[config.mk]
export PLATFORM = sky130hd
export DESIGN_NAME = serial_comparator_ctrl_flat
export DESIGN_NICKNAME = d
export VERILOG_FILES = /design/src/rtl/serial_comparator_if.sv /design/src/rtl/serial_comparator_ctrl.sv /design/src/flat_wrapper.sv
export SDC_FILE = /design/constraint.sdc
export NUM_CORES = 1
export LEC_CHECK = 0
export ABC_AREA = 1
export BUFFER_PORTS_ARGS = -buffer_cell sky130_fd_sc_hd__buf_4
export CAP_MARGIN = 20
export CORE_AREA = 8 8 57 59
export CTS_BUF_LIST = sky130_fd_sc_hd__clkbuf_4
export DETAILED_ROUTE_END_ITERATION = 16
export DIE_AREA = 0 0 65 67
export PLACE_DENSITY_LB_ADDON = 0.15
export SLEW_MARGIN = 20
export SYNTH_ARGS = -nofsm -noshare
export SYNTH_HDL_FRONTEND = slang
export SYNTH_SLANG_ARGS = --single-unit
[constraint.sdc]
create_clock -name clk -period 3.5 [get_ports clk]
set_clock_uncertainty 0.2 [all_clocks]
set_input_delay 0.7 -clock clk [delete_from_list [all_inputs] [get_ports clk]]
set_output_delay 0.7 -clock clk [all_outputs]
set_load 0.01 [all_outputs]
[src/rtl/serial_comparator_if.sv]
// Handshake and operand bundle between a requester and serial_comparator_ctrl.
// The master drives start and the operands; the slave returns status and results.
interface serial_comparator_if #(
    parameter int WIDTH = 8
);
    logic             start;
    logic [WIDTH-1:0] a;
    logic [WIDTH-1:0] b;
    logic             busy;
    logic             done;
    logic             alb;
    logic             aeb;
    logic             agb;

    modport master (
        output start, a, b,
        input  busy, done, alb, aeb, agb
    );

    modport slave (
        input  start, a, b,
        output busy, done, alb, aeb, agb
    );
endinterface

[src/rtl/serial_comparator_ctrl.sv]
// Unsigned WIDTH-bit magnitude compare walked one 2-bit slice per clock, MSB pair first.
// Optional macro SERIAL_COMPARATOR_EARLY_EXIT_EN ends the walk at the first unequal slice.
module serial_comparator_ctrl #(
    parameter int WIDTH = 8
) (
    input  logic               clk,
    input  logic               rst,
    serial_comparator_if.slave bus
);
    localparam int N     = WIDTH / 2;
    localparam int IDX_W = (N > 1) ? $clog2(N) : 1;
    localparam logic [IDX_W-1:0] IDX_MSB = IDX_W'(N - 1);

    if ((WIDTH < 2) || ((WIDTH % 2) != 0)) begin : g_width_check
        $error("serial_comparator_ctrl: WIDTH must be even and at least 2");
    end

    typedef enum logic [1:0] {
        S_IDLE,
        S_COMPARE,
        S_DONE
    } state_e;

    state_e           state_q, state_d;
    logic [WIDTH-1:0] a_cap_q, a_cap_d;
    logic [WIDTH-1:0] b_cap_q, b_cap_d;
    logic [IDX_W-1:0] idx_q, idx_d;
    logic             decided_q, decided_d;
    logic             lt_q, lt_d;
    logic             alb_q, alb_d;
    logic             aeb_q, aeb_d;
    logic             agb_q, agb_d;

    logic [1:0] a_slice;
    logic [1:0] b_slice;
    logic       slice_ne;
    logic       slice_lt;
    logic       finish;
    logic       any_ne;
    logic       final_lt;

    assign a_slice  = a_cap_q[{idx_q, 1'b0} +: 2];
    assign b_slice  = b_cap_q[{idx_q, 1'b0} +: 2];
    assign slice_ne = (a_slice != b_slice);
    assign slice_lt = (a_slice < b_slice);

    // The first unequal slice wins; a decision already latched is never overwritten.
    assign any_ne   = decided_q | slice_ne;
    assign final_lt = decided_q ? lt_q : slice_lt;

`ifdef SERIAL_COMPARATOR_EARLY_EXIT_EN
    assign finish = slice_ne || (idx_q == '0);
`else
    assign finish = (idx_q == '0);
`endif

    // NOTE: every signal gets its hold value first so no path through the case infers a latch.
    always_comb begin
        state_d   = state_q;
        a_cap_d   = a_cap_q;
        b_cap_d   = b_cap_q;
        idx_d     = idx_q;
        decided_d = decided_q;
        lt_d      = lt_q;
        alb_d     = alb_q;
        aeb_d     = aeb_q;
        agb_d     = agb_q;

        unique case (state_q)
            S_IDLE: begin
                if (bus.start) begin
                    a_cap_d   = bus.a;
                    b_cap_d   = bus.b;
                    idx_d     = IDX_MSB;
                    decided_d = 1'b0;
                    lt_d      = 1'b0;
                    alb_d     = 1'b0;
                    aeb_d     = 1'b0;
                    agb_d     = 1'b0;
                    state_d   = S_COMPARE;
                end
            end

            S_COMPARE: begin
                if (!decided_q && slice_ne) begin
                    decided_d = 1'b1;
                    lt_d      = slice_lt;
                end
                if (finish) begin
                    alb_d   = any_ne & final_lt;
                    agb_d   = any_ne & ~final_lt;
                    aeb_d   = ~any_ne;
                    state_d = S_DONE;
                end else begin
                    idx_d = idx_q - IDX_W'(1);
                end
            end

            S_DONE: begin
                state_d = S_IDLE;
            end

            default: begin
                state_d = S_IDLE;
            end
        endcase
    end

    // NOTE: sequential state uses non-blocking assignments so every flop samples pre-edge values.
    always_ff @(posedge clk) begin
        if (rst) begin
            state_q   <= S_IDLE;
            idx_q     <= IDX_MSB;
            decided_q <= 1'b0;
            lt_q      <= 1'b0;
            alb_q     <= 1'b0;
            aeb_q     <= 1'b0;
            agb_q     <= 1'b0;
        end else begin
            state_q   <= state_d;
            idx_q     <= idx_d;
            decided_q <= decided_d;
            lt_q      <= lt_d;
            alb_q     <= alb_d;
            aeb_q     <= aeb_d;
            agb_q     <= agb_d;
        end
    end

    // NOTE: operand capture registers carry no reset; they are always loaded before being read.
    always_ff @(posedge clk) begin
        a_cap_q <= a_cap_d;
        b_cap_q <= b_cap_d;
    end

    assign bus.busy = (state_q != S_IDLE);
    assign bus.done = (state_q == S_DONE);
    assign bus.alb  = alb_q;
    assign bus.aeb  = aeb_q;
    assign bus.agb  = agb_q;
endmodule
[src/flat_wrapper.sv]
// flat-port wrapper written by rule: the top's interface ports become plain ports
module serial_comparator_ctrl_flat 
#(
    parameter int WIDTH = 8
)
  (clk, rst, bus_start, bus_a, bus_b, bus_busy, bus_done, bus_alb, bus_aeb, bus_agb);
  serial_comparator_if #(.WIDTH(WIDTH)) bus_i ();
  input  logic clk;
  input  logic rst;
  input wire logic [$bits(bus_i.start)-1:0] bus_start;
  input wire logic [$bits(bus_i.a)-1:0] bus_a;
  input wire logic [$bits(bus_i.b)-1:0] bus_b;
  output wire logic [$bits(bus_i.busy)-1:0] bus_busy;
  output wire logic [$bits(bus_i.done)-1:0] bus_done;
  output wire logic [$bits(bus_i.alb)-1:0] bus_alb;
  output wire logic [$bits(bus_i.aeb)-1:0] bus_aeb;
  output wire logic [$bits(bus_i.agb)-1:0] bus_agb;
  assign bus_i.start = bus_start;
  assign bus_i.a = bus_a;
  assign bus_i.b = bus_b;
  assign bus_busy = bus_i.busy;
  assign bus_done = bus_i.done;
  assign bus_alb = bus_i.alb;
  assign bus_aeb = bus_i.aeb;
  assign bus_agb = bus_i.agb;
  serial_comparator_ctrl #(.WIDTH(WIDTH)) u_core (.clk(clk), .rst(rst), .bus(bus_i));
endmodule
* Word level (Yosys, flattened, before mapping)
Index checks and enable logic that the tools add are counted.
** Cells by class
- Add/sub/neg operators :: 1
- $mul :: 0
- Div/mod/pow operators :: 0
- $lt $le $gt $ge :: 1
- Equal/unequal tests :: 7
- Shift-type cells :: 2
- Muxes and demuxes :: 18
- Bitwise logic cells :: 5
- Reduce and logical (&&, ||, !) cells :: 11
** Operators by type and width (count)
- indexed part select 8 x 4 -> 2 bit :: 2
- case mux 1 bit (2 select lines) :: 5
- AND reduction 3 bit :: 3
- two-way mux 2 bit :: 4
- case mux 2 bit (2 select lines) :: 2
- two-way mux 1 bit :: 7
- zero test 2 bit :: 2
- != test 2 x 1 -> 1 bit (second input constant) :: 2
- != test 2 bit (second input constant) :: 2
- AND reduction 2 bit :: 2
- nonzero test 2 bit :: 2
- AND 1 bit :: 2
- == test 2 x 1 -> 1 bit (second input constant) :: 1
- == test 2 bit (second input constant) :: 1
- less-than comparator 2 bit :: 1
- != test 2 bit :: 1
- inverter 1 bit :: 2
- subtractor 2 x 1 -> 2 bit (second input constant) :: 1
- logical AND 1 bit :: 1
- zero test 1 bit :: 1
- OR 1 bit :: 1
** Word-level totals
- Register bits after elaboration :: 25
- Bits in latches :: 0
- Bits in writable memories :: 0
- Memory bits (read-only) :: 0
- Logic and storage cells :: 54
- Memories :: 0

* Logic depth before layout (Yosys ltp)
- Depth after elaboration :: 7
- Depth in mapped cells :: 10

* Worst setup path after synthesis
OpenSTA, ideal clock, no wires.
- Path type :: input to register
- Start point :: input port bus_start
- End point :: register u_core.a_cap_q[0] (enable)
- Arrival time :: 1.174 ns
- Required time :: 2.936 ns
- Setup slack :: 1.762 ns
- Stages on the path :: 2
- Buffers on the path :: 0
- Cell sequence :: nand3_2 inv_1
** On the way
- Word-level cells in the longest chain between the ends :: 1
** RTL lines
- from (decl) :: RTL line flat_wrapper.sv:10 : input wire logic [$bits(bus_i.start)-1:0] bus_start;
- AND reduction 2 bit (no line)
- to (signal assigned) :: RTL line serial_comparator_ctrl.sv:132 : a_cap_q <= a_cap_d;
- to (decl) :: RTL line serial_comparator_ctrl.sv:25 : logic [WIDTH-1:0] a_cap_q, a_cap_d;
Every way passes these cells.
A chain may end at the register's enable or synchronous reset.

* Worst setup path in the final report
- Start point :: register u_core.idx_q[0]
- End point :: register u_core.lt_q
** On the way
- Word-level cells in the longest chain between the ends :: 5
** RTL lines
- from (decl) :: RTL line serial_comparator_ctrl.sv:27 : logic [IDX_W-1:0] idx_q, idx_d;
- from (signal assigned) :: RTL line serial_comparator_ctrl.sv:121 : idx_q <= idx_d;
- indexed part select 8 x 4 -> 2 bit, on equally long branches :: RTL line serial_comparator_ctrl.sv:42, serial_comparator_ctrl.sv:43
- != test 2 bit :: RTL line serial_comparator_ctrl.sv:44 : assign slice_ne = (a_slice != b_slice);
- logical AND 1 bit :: RTL line serial_comparator_ctrl.sv:85 : if (!decided_q && slice_ne) begin
- != test 2 x 1 -> 1 bit (no line)
- AND reduction 3 bit (no line)
- to (signal assigned) :: RTL line serial_comparator_ctrl.sv:123 : lt_q <= lt_d;
- to (decl) :: RTL line serial_comparator_ctrl.sv:29 : logic lt_q, lt_d;
Parallel ways exist; a longest one is shown, timed or not. The select of a mux whose other input is x is not followed.

==> results.sh <==
export IMPL_muxShareOfSynthArea_pct=0
export IMPL_num_io_pins=24
export IMPL_synth_simple_gate_area_share_pct=16.8
export IMPL_clockRootBuffer="clkbuf_4"
export IMPL_synth_area_leaders="edfxtp_1 (47%), dfxtp_1 (18%), nand2_1 (5.5%)"
export IMPL_switching_power_w=0.000140
export IMPL_grtUsageTotal_pct=9.97
export IMPL_die_h_um=67
export IMPL_outcome="complete, no violations"
export IMPL_synth_fa_ha_area_share_pct=3.68
export IMPL_crit_fanout=11
export IMPL_post_place_cells=150
export IMPL_layout_drive_gt1_share_pct=25.0
export IMPL_setup_viol=0
export IMPL_internal_power_w=0.000411
export IMPL_fin_crit_ps=2220
export IMPL_tightest_slew_ps=587
export IMPL_port_buffers=23
export IMPL_synth_ff_type="edfxtp_1"
export IMPL_numCtsBuffers=3
export IMPL_h_tree_depth=1
export IMPL_vias=779
export IMPL_synth_most_common_cell="edfxtp_1"
export IMPL_rsz0062_at_grt="no"
export IMPL_antenna_found_initial=0
export IMPL_routed_wl_mm=2.03
export IMPL_drtIter0Drc=31
export IMPL_r2r_cells=8
export IMPL_clk_path_buf_depth=2
export IMPL_worstPathArrival_ps=2240
export IMPL_min_from="u_core.bus.aeb"
export IMPL_endpoint_kind="register"
export IMPL_syn_inst=98
export IMPL_post_cts_setup_buffer_count=0
export IMPL_powerDensity_nw_per_um2=440
export IMPL_clk_pin_slew_ps=130
export IMPL_synth_net_count=120
export IMPL_core_um2=2360
export IMPL_wl_per_cell_um=13.1
export IMPL_grt_pass1_wl_mm=3.35
export IMPL_place_congestion=0.724
export IMPL_crit_type="register to register"
export IMPL_total_power_w=0.000551
export IMPL_antenna_cells=0
export IMPL_grt_ovfl_total=0
export IMPL_r2r_end="u_core.lt_q"
export IMPL_hp_class="register to register"
export IMPL_seq_power_share_pct=62.3
export IMPL_synth_seq_area_share_pct=64.7
export IMPL_whs_ps=292
export IMPL_clock_power_share_pct=23.2
export IMPL_die_x_um=65
export IMPL_grt_pass1_vias=767
export IMPL_row_count=18
export IMPL_ant_nets=0
export IMPL_die_area_um2=4360
export IMPL_clkSinkCount=25
export IMPL_critPathRequiredTime_ps=3520
export IMPL_hpwl_mm=1.55
export IMPL_insertion_delay_ps=320
export IMPL_syn_area_per_cell_um2=10.4
export IMPL_synth_xor_area_share_pct=0
export IMPL_netlist_area_leader_share_pct=47.1
export IMPL_worstReg2RegStart="u_core.idx_q[0]"
export IMPL_avgViaCountPerCell=5.06
export IMPL_grt_max_degree=17
export IMPL_cp_start_kind="register"
export IMPL_holdPathStages=2
export IMPL_maxSlewViolCount=0
export IMPL_dr_pass1_iters=4
export IMPL_finalCritPeriodShare_pct=63.3
export IMPL_syn_area_um2=1020
export IMPL_fin_cells=154
export IMPL_synth_top_family_by_area="simple AND/OR/NAND/NOR gates"
export IMPL_fin_tns_setup_ps=0
export IMPL_initial_core_util_pct=43.2
export IMPL_ys_types=18
export IMPL_whs_endpoint="u_core.bus.aeb"
export IMPL_final_nets=147
export IMPL_power_leakage_nw=0.536
export IMPL_fill_cells=206
export IMPL_slew_headroom_pct=60.8
export IMPL_synth_commonest_cells="edfxtp_1 (16), nand2_1 (15), nor2_1 (14)"
export IMPL_ys_ff_latch=25
export IMPL_drc=0
export IMPL_ys_async_sr_fraction_pct=0
export IMPL_area_delta_synth_final_pct=22.8
export IMPL_hold_buffers=0
export IMPL_synth_top_area_cell="edfxtp_1"
export IMPL_synth_warnings=0
export IMPL_ff2ff_setup_slack_ps=1280
export IMPL_synth_compound_area_share_pct=10.3
export IMPL_synth_edf_count=16
export IMPL_maxCapViolations=0
export IMPL_power_frac_comb_pct=14.5
export IMPL_finalHoldViolations=0
export IMPL_switching_share_pct=25.4
export IMPL_post_cts_resize_count=0
export IMPL_fmax_mhz=451
export IMPL_fin_util_pct=53.0
export IMPL_ir_worst_vdd_mv=0.323
export IMPL_tritoncts="yes"
==> registers in the layout (all words and copies together), names as in the netlist <==
name / cells
u_core.a_cap_q: 8
u_core.b_cap_q: 8
u_core.bus.aeb: 1
u_core.bus.agb: 1
u_core.bus.alb: 1
u_core.decided_q: 1
u_core.idx_q: 2
u_core.lt_q: 1
u_core.state_q: 2
==> cells by family (layout without fill, tap and decap cells) <==
family | Yosys count | count (layout)
adder cells (fa/ha/maj) | 3 | 3
AO/OA/AOI/OAI | 19 | 19
buffers and inverters | 12 | 38
AND/OR/NAND/NOR | 39 | 39
flip-flops | 25 | 25
==> placed cells by master (no fill, tap or decap), types with 3 or more instances in the layout <==
cell      count
edfxtp_1     16
o21ai_0       9
dfxtp_1       9
buf_4        23
nand2_1      15
nand3_1       6
ha_1          3
a21oi_1       5
clkbuf_4      3
inv_1         9
nor2_1       14
==> power by group through the flow <==
| stage | Clock, W | Combinational [W] | Sequential, W |
|---|---|---|---|
| 4_1_cts | 0.000130 | 0.0000806 | 0.000343 |
| 2_1_floorplan | 0 | 0.0000523 | 0.000345 |
| 5_1_grt | 0.000141 | 0.0000914 | 0.000345 |
| 3_3_place_gp | 0 | 0.0000763 | 0.000350 |
| 3_5_place_dp | 0 | 0.0000797 | 0.000350 |
| 6_report | 0.000128 | 0.0000800 | 0.000343 |
==> critical path, stage by stage, from the launching register on <==
cell and delay (ps):
dfxtp_1 520, clkinv_1 290, o21ai_0 250, o22a_1 160, ha_1 230, nand2_1 90, nand3_1 120, a21oi_1 160
nor2_1 70
==> layout make-up <==
cell class	instances	area, um2	share of cell area [%]
multi-input cells	61	314	25.0
well taps	30	37.5	2.99
clock buffers	3	22.5	1.80
repair buffers	23	173	13.8
flip-flops and latches	25	661	52.7
clock inverters	1	5.00	0.399
inverters	11	41.3	3.29
==> through the flow <==
stage	setup WS (ps)	cell area, um2
2_1_floorplan	1760	1020
3_3_place_gp	1460	1230
3_5_place_dp	1340	1230
4_1_cts	1310	1250
5_1_grt	1020	1250
6_report	1280	1250
==> how the worst max path moves through the flow <==
stage	to	from	depth (start not counted)	slack, ps
CTS	u_core.bus.agb	u_core.idx_q[0]	9	1310
detailed placement	u_core.bus.agb	u_core.idx_q[0]	9	1340
floorplan	u_core.a_cap_q[0]	bus_start	2	1760
finish	u_core.lt_q	u_core.idx_q[0]	8	1280
global route	u_core.bus.alb	u_core.idx_q[0]	9	1020
global placement	u_core.bus.agb	u_core.idx_q[0]	9	1460
==> routing by layer <==
| metal | GRT usage, % | vias up | share of wire (%) |
|---|---|---|---|
| met3 | 3.02 | 5 | 5.7 |
| met5 | 0 | - | 0 |
| li1 | - | 389 | - |
| met4 | 6.54 | 0 | 2.4 |
| met2 | 17.1 | 28 | 51 |
| met1 | 10.4 | 357 | 41 |
Power figures use the tool's default switching activity.
